==> config.mk <==
export PLATFORM = sky130hd
export DESIGN_NAME = mcu_spi_target_flat
export DESIGN_NICKNAME = d
export VERILOG_FILES = /design/src/rtl/mcu_spi_target_if.sv /design/src/rtl/mcu_spi_target.sv /design/src/flat_wrapper.sv
export SDC_FILE = /design/constraint.sdc
export NUM_CORES = 1
export LEC_CHECK = 0
export CAP_MARGIN = 40
export CORE_MARGIN = 2
export CORE_UTILIZATION = 47
export DETAILED_ROUTE_END_ITERATION = 10
export PLACE_DENSITY = 0.78
export SLEW_MARGIN = 5
export SYNTH_ARGS = -nofsm -noshare
export SYNTH_HDL_FRONTEND = slang
export SYNTH_SLANG_ARGS = --single-unit
==> constraint.sdc <==
create_clock -name clk -period 2.5 [get_ports clk]
set_input_delay 0.25 -clock clk [delete_from_list [all_inputs] [get_ports clk]]
set_output_delay 0.25 -clock clk [all_outputs]
set_load 0.05 [all_outputs]
==> src/rtl/mcu_spi_target_if.sv <==
// Serial pins plus the byte-wide strobe/data bus between mcu_spi_target and its four client blocks.
`timescale 1ns/1ps
interface mcu_spi_target_if;
  logic       spi_ss_n;
  logic       spi_sck;
  logic       spi_mosi;
  logic       spi_miso;
  logic [7:0] data_out;
  logic       data_start;
  logic       sys_strobe;
  logic       hid_strobe;
  logic       osd_strobe;
  logic       sdc_strobe;
  logic [7:0] sys_din;
  logic [7:0] hid_din;
  logic [7:0] osd_din;
  logic [7:0] sdc_din;

  modport slave (
    input  spi_ss_n, spi_sck, spi_mosi,
    input  sys_din, hid_din, osd_din, sdc_din,
    output spi_miso, data_out, data_start,
    output sys_strobe, hid_strobe, osd_strobe, sdc_strobe
  );

  modport master (
    output spi_ss_n, spi_sck, spi_mosi,
    output sys_din, hid_din, osd_din, sdc_din,
    input  spi_miso, data_out, data_start,
    input  sys_strobe, hid_strobe, osd_strobe, sdc_strobe
  );
endinterface

==> src/rtl/mcu_spi_target.sv <==
// SPI mode-0 target: the first byte of each frame picks a client, later bytes are strobed to it.
// Define MCU_SPI_SDC_EN to route target ID 3 to the SD-card client; otherwise ID 3 is "none".
`timescale 1ns/1ps
module mcu_spi_target #(
  parameter int SYNC_STAGES = 2
) (
  input logic             clk,
  input logic             reset,
  mcu_spi_target_if.slave bus
);

  typedef enum logic [2:0] {ST_WAIT_SS, ST_IDLE, ST_TGT, ST_CMD, ST_DATA} state_t;
  typedef enum logic [2:0] {SEL_SYS, SEL_HID, SEL_OSD, SEL_SDC, SEL_NONE} sel_t;

  logic [SYNC_STAGES-1:0] sck_sync, ss_sync, mosi_sync;
  logic       sck_s, ss_s, mosi_s;
  logic       sck_prev, ss_prev;
  logic       sck_rise, sck_fall, ss_fall;
  logic [2:0] bit_cnt;
  logic [7:0] rx, rx_next, tx, reply;
  logic       byte_done;
  state_t     state, state_next;
  sel_t       sel, sel_next;
  logic       issue, issue_start, strobe_any, load_pend;

  // Sync chains stay unreset so the reset branch of the FSM can see the live SS level.
  always_ff @(posedge clk) begin
    sck_sync  <= {sck_sync[SYNC_STAGES-2:0], bus.spi_sck};
    ss_sync   <= {ss_sync[SYNC_STAGES-2:0], bus.spi_ss_n};
    mosi_sync <= {mosi_sync[SYNC_STAGES-2:0], bus.spi_mosi};
    sck_prev  <= sck_s;
    ss_prev   <= ss_s;
  end

  assign sck_s     = sck_sync[SYNC_STAGES-1];
  assign ss_s      = ss_sync[SYNC_STAGES-1];
  assign mosi_s    = mosi_sync[SYNC_STAGES-1];
  assign sck_rise  = sck_s & ~sck_prev;
  assign sck_fall  = ~sck_s & sck_prev;
  assign ss_fall   = ~ss_s & ss_prev;
  assign rx_next   = {rx[6:0], mosi_s};
  assign byte_done = sck_rise && !ss_s && (bit_cnt == 3'd7);

  always_ff @(posedge clk) begin
    if (reset || ss_s) begin
      bit_cnt <= '0;
    end else if (sck_rise) begin
      bit_cnt <= bit_cnt + 3'd1;
    end
    if (reset) begin
      rx <= '0;
    end else if (sck_rise) begin
      rx <= rx_next;
    end
  end

  function automatic sel_t decode_id(input logic [7:0] id);
    case (id)
      8'd0:    return SEL_SYS;
      8'd1:    return SEL_HID;
      8'd2:    return SEL_OSD;
`ifdef MCU_SPI_SDC_EN
      8'd3:    return SEL_SDC;
`endif
      default: return SEL_NONE;
    endcase
  endfunction

  always_ff @(posedge clk) begin
    if (reset) begin
      state <= ss_s ? ST_IDLE : ST_WAIT_SS;
      sel   <= SEL_NONE;
    end else begin
      state <= state_next;
      sel   <= sel_next;
    end
  end

  always_comb begin
    state_next  = state;
    sel_next    = sel;
    issue       = 1'b0;
    issue_start = 1'b0;
    case (state)
      ST_WAIT_SS: state_next = state;
      ST_IDLE:    if (ss_fall) state_next = ST_TGT;
      ST_TGT: begin
        if (byte_done) begin
          sel_next   = decode_id(rx_next);
          state_next = ST_CMD;
        end
      end
      ST_CMD: begin
        if (byte_done) begin
          issue       = 1'b1;
          issue_start = 1'b1;
          state_next  = ST_DATA;
        end
      end
      ST_DATA:    issue = byte_done;
      default:    state_next = ST_IDLE;
    endcase
    if (ss_s) state_next = ST_IDLE;
  end

  always_comb begin
    reply = 8'h00;
    case (sel)
      SEL_SYS: reply = bus.sys_din;
      SEL_HID: reply = bus.hid_din;
      SEL_OSD: reply = bus.osd_din;
`ifdef MCU_SPI_SDC_EN
      SEL_SDC: reply = bus.sdc_din;
`endif
      default: reply = 8'h00;
    endcase
  end

`ifndef MCU_SPI_SDC_EN
  logic unused_sdc_din;
  assign unused_sdc_din = ^bus.sdc_din;
`endif

  assign strobe_any   = bus.sys_strobe | bus.hid_strobe | bus.osd_strobe | bus.sdc_strobe;
  assign bus.spi_miso = tx[7];

  // The falling edge that closes a byte (bit_cnt back at 0) must not shift, or it would eat the freshly loaded reply MSB.
  always_ff @(posedge clk) begin
    if (reset) begin
      bus.data_out   <= 8'h00;
      bus.data_start <= 1'b0;
      bus.sys_strobe <= 1'b0;
      bus.hid_strobe <= 1'b0;
      bus.osd_strobe <= 1'b0;
      bus.sdc_strobe <= 1'b0;
      load_pend      <= 1'b0;
      tx             <= 8'h00;
    end else begin
      bus.sys_strobe <= issue && (sel == SEL_SYS);
      bus.hid_strobe <= issue && (sel == SEL_HID);
      bus.osd_strobe <= issue && (sel == SEL_OSD);
`ifdef MCU_SPI_SDC_EN
      bus.sdc_strobe <= issue && (sel == SEL_SDC);
`else
      bus.sdc_strobe <= 1'b0;
`endif
      bus.data_start <= issue_start && (sel != SEL_NONE);
      if (issue && (sel != SEL_NONE)) bus.data_out <= rx_next;
      load_pend <= strobe_any;
      if (ss_s) begin
        tx <= 8'h00;
      end else if (load_pend) begin
        tx <= reply;
      end else if (sck_fall && (bit_cnt != 3'd0)) begin
        tx <= {tx[6:0], 1'b0};
      end
    end
  end

endmodule
==> src/flat_wrapper.sv <==
// flat-port wrapper written by rule: the top's interface ports become plain ports
module mcu_spi_target_flat 
#(
  parameter int SYNC_STAGES = 2
)
  (clk, reset, bus_spi_ss_n, bus_spi_sck, bus_spi_mosi, bus_sys_din, bus_hid_din, bus_osd_din, bus_sdc_din, bus_spi_miso, bus_data_out, bus_data_start, bus_sys_strobe, bus_hid_strobe, bus_osd_strobe, bus_sdc_strobe);
  mcu_spi_target_if bus_i ();
  input logic clk;
  input logic reset;
  input wire logic [$bits(bus_i.spi_ss_n)-1:0] bus_spi_ss_n;
  input wire logic [$bits(bus_i.spi_sck)-1:0] bus_spi_sck;
  input wire logic [$bits(bus_i.spi_mosi)-1:0] bus_spi_mosi;
  input wire logic [$bits(bus_i.sys_din)-1:0] bus_sys_din;
  input wire logic [$bits(bus_i.hid_din)-1:0] bus_hid_din;
  input wire logic [$bits(bus_i.osd_din)-1:0] bus_osd_din;
  input wire logic [$bits(bus_i.sdc_din)-1:0] bus_sdc_din;
  output wire logic [$bits(bus_i.spi_miso)-1:0] bus_spi_miso;
  output wire logic [$bits(bus_i.data_out)-1:0] bus_data_out;
  output wire logic [$bits(bus_i.data_start)-1:0] bus_data_start;
  output wire logic [$bits(bus_i.sys_strobe)-1:0] bus_sys_strobe;
  output wire logic [$bits(bus_i.hid_strobe)-1:0] bus_hid_strobe;
  output wire logic [$bits(bus_i.osd_strobe)-1:0] bus_osd_strobe;
  output wire logic [$bits(bus_i.sdc_strobe)-1:0] bus_sdc_strobe;
  assign bus_i.spi_ss_n = bus_spi_ss_n;
  assign bus_i.spi_sck = bus_spi_sck;
  assign bus_i.spi_mosi = bus_spi_mosi;
  assign bus_i.sys_din = bus_sys_din;
  assign bus_i.hid_din = bus_hid_din;
  assign bus_i.osd_din = bus_osd_din;
  assign bus_i.sdc_din = bus_sdc_din;
  assign bus_spi_miso = bus_i.spi_miso;
  assign bus_data_out = bus_i.data_out;
  assign bus_data_start = bus_i.data_start;
  assign bus_sys_strobe = bus_i.sys_strobe;
  assign bus_hid_strobe = bus_i.hid_strobe;
  assign bus_osd_strobe = bus_i.osd_strobe;
  assign bus_sdc_strobe = bus_i.sdc_strobe;
  mcu_spi_target #(.SYNC_STAGES(SYNC_STAGES)) u_core (.clk(clk), .reset(reset), .bus(bus_i));
endmodule
After elaboration in Yosys (flattened, before gate mapping)

Index checks and enable logic that the tools add are counted.

Memories kept: 0
RAM bits: 0
Latch bits: 0
Bits in read-only memories: 0
Output and inout port bits: 14
Register bits after elaboration: 45

Mux-type cells: 14
Shifts and indexed selects: 0
Add/sub/neg operators: 1
Div/mod/pow operators: 0
Equality and inequality tests: 14
Reduce and logical (&&, ||, !) cells: 19
Magnitude comparators: 0
Bitwise logic cells: 8
Multiply operators: 0

Operators by type and width:

| cell                                                 | number |
|---|---|
| case mux 8 bit (3 select lines)                      | 1 |
| two-way mux 8 bit                                    | 2 |
| two-way mux 3 bit                                    | 5 |
| != test 4 x 2 -> 1 bit (second input constant)       | 3 |
| case mux 3 bit (4 select lines)                      | 1 |
| equality test 3 x 2 -> 1 bit (second input constant) | 3 |
| case mux 3 bit (3 select lines)                      | 1 |
| equality test 8 x 1 -> 1 bit (second input constant) | 1 |
| equality test 8 x 2 -> 1 bit (second input constant) | 1 |
| logical AND 1 bit                                    | 8 |
| logical NOT 8 bit                                    | 1 |
| equality test 3 x 1 -> 1 bit (second input constant) | 2 |
| equality test 3 bit (second input constant)          | 2 |
| logical NOT 3 bit                                    | 2 |
| AND reduction 4 bit                                  | 1 |
| OR reduction 2 bit                                   | 2 |
| adder 3 x 1 -> 3 bit (second input constant)         | 1 |
| bitwise AND 1 bit                                    | 3 |
| two-way mux 1 bit                                    | 3 |
| != test 3 x 1 -> 1 bit (second input constant)       | 1 |
| != test 3 bit (second input constant)                | 1 |
| NOT 1 bit                                            | 3 |
| nonzero test 3 bit                                   | 1 |
| OR 1 bit                                             | 2 |
| 5 further kinds                                      | 5 |

Logic depth before layout (Yosys ltp)

Depth in word-level cells: 8
Gate-level depth with buffers: 6

Least setup slack after synthesis

OpenSTA, ideal clock, no wires.

Path type: reg-to-reg
Start point: register u_core.bit_cnt[1]
End point: register u_core.sel[0]
Cell stages (with the launch flop): 7
Data arrival time: 1630 ps
Buffers on the path: 0
Slack: 800 ps
Cells stage by stage: dfxtp_1 ha_1 ha_1 and4bb_2 nand3_4 or4b_1 a21oi_1

Longest elaborated chain between the ends: 3

RTL lines:

| element                       | line                 | RTL |
|---|---|---|
| from (decl)                   | mcu_spi_target.sv:19 | `logic [2:0] bit_cnt;` |
| from (signal assigned)        | mcu_spi_target.sv:48 | `bit_cnt <= bit_cnt + 3'd1;` |
| equality test 3 bit           | mcu_spi_target.sv:42 | `assign byte_done = sck_rise && !ss_s && (bit_cnt == 3'd7);` |
| logical AND 1 bit             | mcu_spi_target.sv:42 |  |
| AND reduction 2 bit (no line) | n/a                  |  |
| to (signal assigned)          | mcu_spi_target.sv:75 | `sel <= sel_next;` |
| to (decl)                     | mcu_spi_target.sv:23 | `sel_t sel, sel_next;` |

Every way passes these cells.
A chain may end at the register's enable or synchronous reset.

Worst setup path after layout

Start point: register u_core.sel[1]
End point: register u_core.bus.data_out[4]

Longest elaborated chain between the ends: 2

RTL lines:

| element              | line                    | RTL |
|---|---|---|
| != test 3 bit        | mcu_spi_target.sv:148   | `if (issue && (sel != SEL_NONE)) bus.data_out <= rx_next;` |
| logical AND 1 bit    | mcu_spi_target.sv:148   |  |
| to (signal assigned) | mcu_spi_target.sv:148   |  |
| to (decl)            | mcu_spi_target_if.sv:22 | `output spi_miso, data_out, data_start,` |

Every way passes these cells.

==> results by group <==
Timing
  – Fin Clk Skew: 0.00647 ns
  – FMAX: 0.529 GHz
  – Worst slew margin: 0.469
  – Final setup TNS: 0 ns
  – Endpoints failing setup: 0
  – Final setup margin: 0.609 ns
  – Final Max Tran Viols: 0
  – Period minus WS final: 1.89 ns
  – Final Cycle Share: 0.757
  – Unrepaired setup endpoints after global routing: false
  – Worst Tran Pin Value: 0.795 ns
  – Final hold vios: 0
  – Hold Worst Slack: 0.330 ns

Logic synthesis
  – Mapped Area: 1890 um2
  – Synthesized Nets: 242
  – Main synth FF type: dfxtp_1
  – Post-synth cell types: 37
  – Avg Cell Area, Syn: 9.38 um2
  – Register area share after synthesis: 0.491
  – Asr flop ratio synth: 0
  – Synth Warn #: 0
  – Seq cells post-synth: 45
  – Post-synth EDFFs: 3
  – Syn Inst Count: 202

Layout
  – Area Growth Syn to Fin: 28.9%
  – Most common cell after layout, fill and taps aside: dfxtp_1
  – Antenna cells: 0
  – Fill cell count: 355
  – Net count, final: 280
  – Commonest non-fill, non-tap cells in the layout: dfxtp_1, clkdlybuf4s50_1, nor2_1
  – Layout cells sized above 1: 0.0622

Floorplan
  – Std cell rows: 23
  – I/O pin total: 51
  – Die area: 4550 um2
  – Core area: 3940 um2
  – Initial core utilization: 0.480
  – Die Wd: 67.5 um
  – Chip height: 67.5 um

Clocking
  – Clock Sinks: 45
  – Clock transition at path regs: 0.08 ns
  – CTS tree: done
  – Total number of H-tree levels: 2
  – Root Driver: clkbuf_8
  – Post-cts sizing count: 0
  – CTS buffer count: 5
  – CTS max path bufs: 2
  – Clock Latency Late Sink: 0.29 ns
  – Post-CTS Setup Bufs: 0
  – CTS Hold Buffers Added: 0

Power
  – P_leak: 0.000938 uW
  – Peak VDD IR: 0.408 mV
  – Pwr/cell area: 563 nW/um2

Global routing
  – GRT Util Overall: 0.188
  – Global route total overflow: 0
  – Number of global-route vias before repair: 1444
  – First-pass GRT wire length: 6470 um
  – Largest net degree at the start of global routing: 22
  – Initial antenna violation count: 0

Drt
  – Routed Antenna Nets: 0
  – DRT Wirelength: 3910 um
  – DR WL/cell: 13.4 um
  – DR vias: 1549
  – DRC: 0
  – 1st-iter DRT viols: 62
  – Drt pass-1 iters: 4
  – Vias/cell: 5.32

Critical path
  – Arrival @ worst endpoint: 2.07 ns
  – Crit. End Element: flip-flop
  – Setup crit start kind: flip-flop
  – Slowest CP cell: or3b_2
  – Delay-heaviest family, CP: simple AND/OR/NAND/NOR gates
  – Worst-path maximum fanout: 21
  – WP buf/inv: 0
  – Critical Path Max Stage Delay: 0.58 ns
  – Critical path type: flip-flop to flip-flop
  – Crit-path cells: or3b_2 > o211ai_2 > mux2i_1 > nor2_1
  – Req. time, crit path: 2.68 ns

Run status
  – Status: finished, final reports clean

Placement
  – Detailed placement HPWL: 2810 um
  – Global placement routability congestion: 0.825
  – I/O Buffers: 41
  – Pre-CTS setup slack: 0.609 ns

Hold path
  – Hold Path Class: flip-flop to flip-flop

Job
  – Max-cap viol count: 0
[worst register-to-register path, delay by kind of cell (launching register included)]
| family | cells | cell delay, ns |
|---|---|---|
| AOI/OAI and AO/OA | 1 | 0.27 |
| DFF | 1 | 0.57 |
| muxes | 1 | 0.28 |
| and+or+nand+nor | 2 | 0.65 |
[area by class of cell]
class	instances	area, um2	area share
inverters	4	15.0	0.00615
flip-flops and latches	45	931	0.381
multi-input cells	141	897	0.367
repair buffers	43	425	0.174
well taps	50	62.6	0.0256
clock buffers	8	111	0.0456
[through the flow]
stage	area (um2)	instances	total power, uW	utilization
floorplan	1890	202	821	-
global placement	2330	283	875	0.591
detailed placement	2330	283	878	0.591
CTS	2440	291	1380	0.619
global route	2440	291	1420	0.619
finish	2440	291	1370	0.619
[registers in the layout (all words and copies together), names as in the netlist]
signal	count
u_core.bus.sys_strobe	1
u_core.ss_prev	1
u_core.tx	8
u_core.state	3
u_core.bus.data_start	1
u_core.sck_sync	2
u_core.ss_sync	2
u_core.bus.osd_strobe	1
u_core.bus.hid_strobe	1
u_core.sck_prev	1
u_core.bus.data_out	8
u_core.rx	7
u_core.sel	3
u_core.bit_cnt	3
u_core.load_pend	1
u_core.mosi_sync	2
[Yosys cell counts, drive strengths merged (2+ instances only)]
library cell | instances | area [um2]
a21oi | 10 | 50.1
nor3b | 3 | 22.5
nor3 | 11 | 55.1
buf | 3 | 17.5
nand2b | 3 | 18.8
nand3 | 2 | 22.5
edfxtp | 3 | 90.1
o21bai | 2 | 15.0
nor2 | 25 | 93.8
xnor2 | 2 | 17.5
clkbuf | 9 | 33.8
inv | 4 | 15.0
dfxtp | 42 | 841
mux2i | 18 | 180
ha | 3 | 37.5
a221oi | 7 | 61.3
nor2b | 2 | 12.5
o21ai | 8 | 40.0
nand3b | 8 | 60.1
nand2 | 22 | 82.6
[layer usage]
layer  track usage  up-vias  wire length (um)
li1              -      782                 -
met3        0.0433        5               268
met4        0.0612        0                33
met1         0.231      725              1690
met5             0        -                 0
met2         0.322       37              1910
[final timing paths]
check / startpoint / end / slack, ns / cells after the start
setup / recovery: u_core.sel[1]$_SDFFE_PP0P_ / u_core.bus.data_out[4]$_SDFFE_PP0P_ / 0.61 / 4
hold / removal: u_core.ss_sync[0]$_DFF_P_ / u_core.ss_sync[1]$_DFF_P_ / 0.33 / 0
setup reg to reg: u_core.sel[1]$_SDFFE_PP0P_ / u_core.bus.data_out[4]$_SDFFE_PP0P_ / 0.61 / 4
hold reg to reg: u_core.ss_sync[0]$_DFF_P_ / u_core.ss_sync[1]$_DFF_P_ / 0.33 / 0
[report_power, final]
group / total, uW / switching (uW) / leakage, uW / internal (uW)
registers: 758 / 17.7 / 0.000374 / 740
clock network: 513 / 228 / 0.0000566 / 285
logic: 103 / 42.8 / 0.000507 / 60.5
[kinds of logic after synthesis]
logic type / count (synthesis) / share of synthesized area
other cells: 1 / 0.00198
simple gates: 84 / 0.232
xor+xnor: 2 / 0.00925
flops: 45 / 0.491
mux: 18 / 0.0951
buf+inv: 16 / 0.0350
fa+ha+maj: 3 / 0.0198
compound gates: 33 / 0.116
Power figures use the tool's default switching activity.
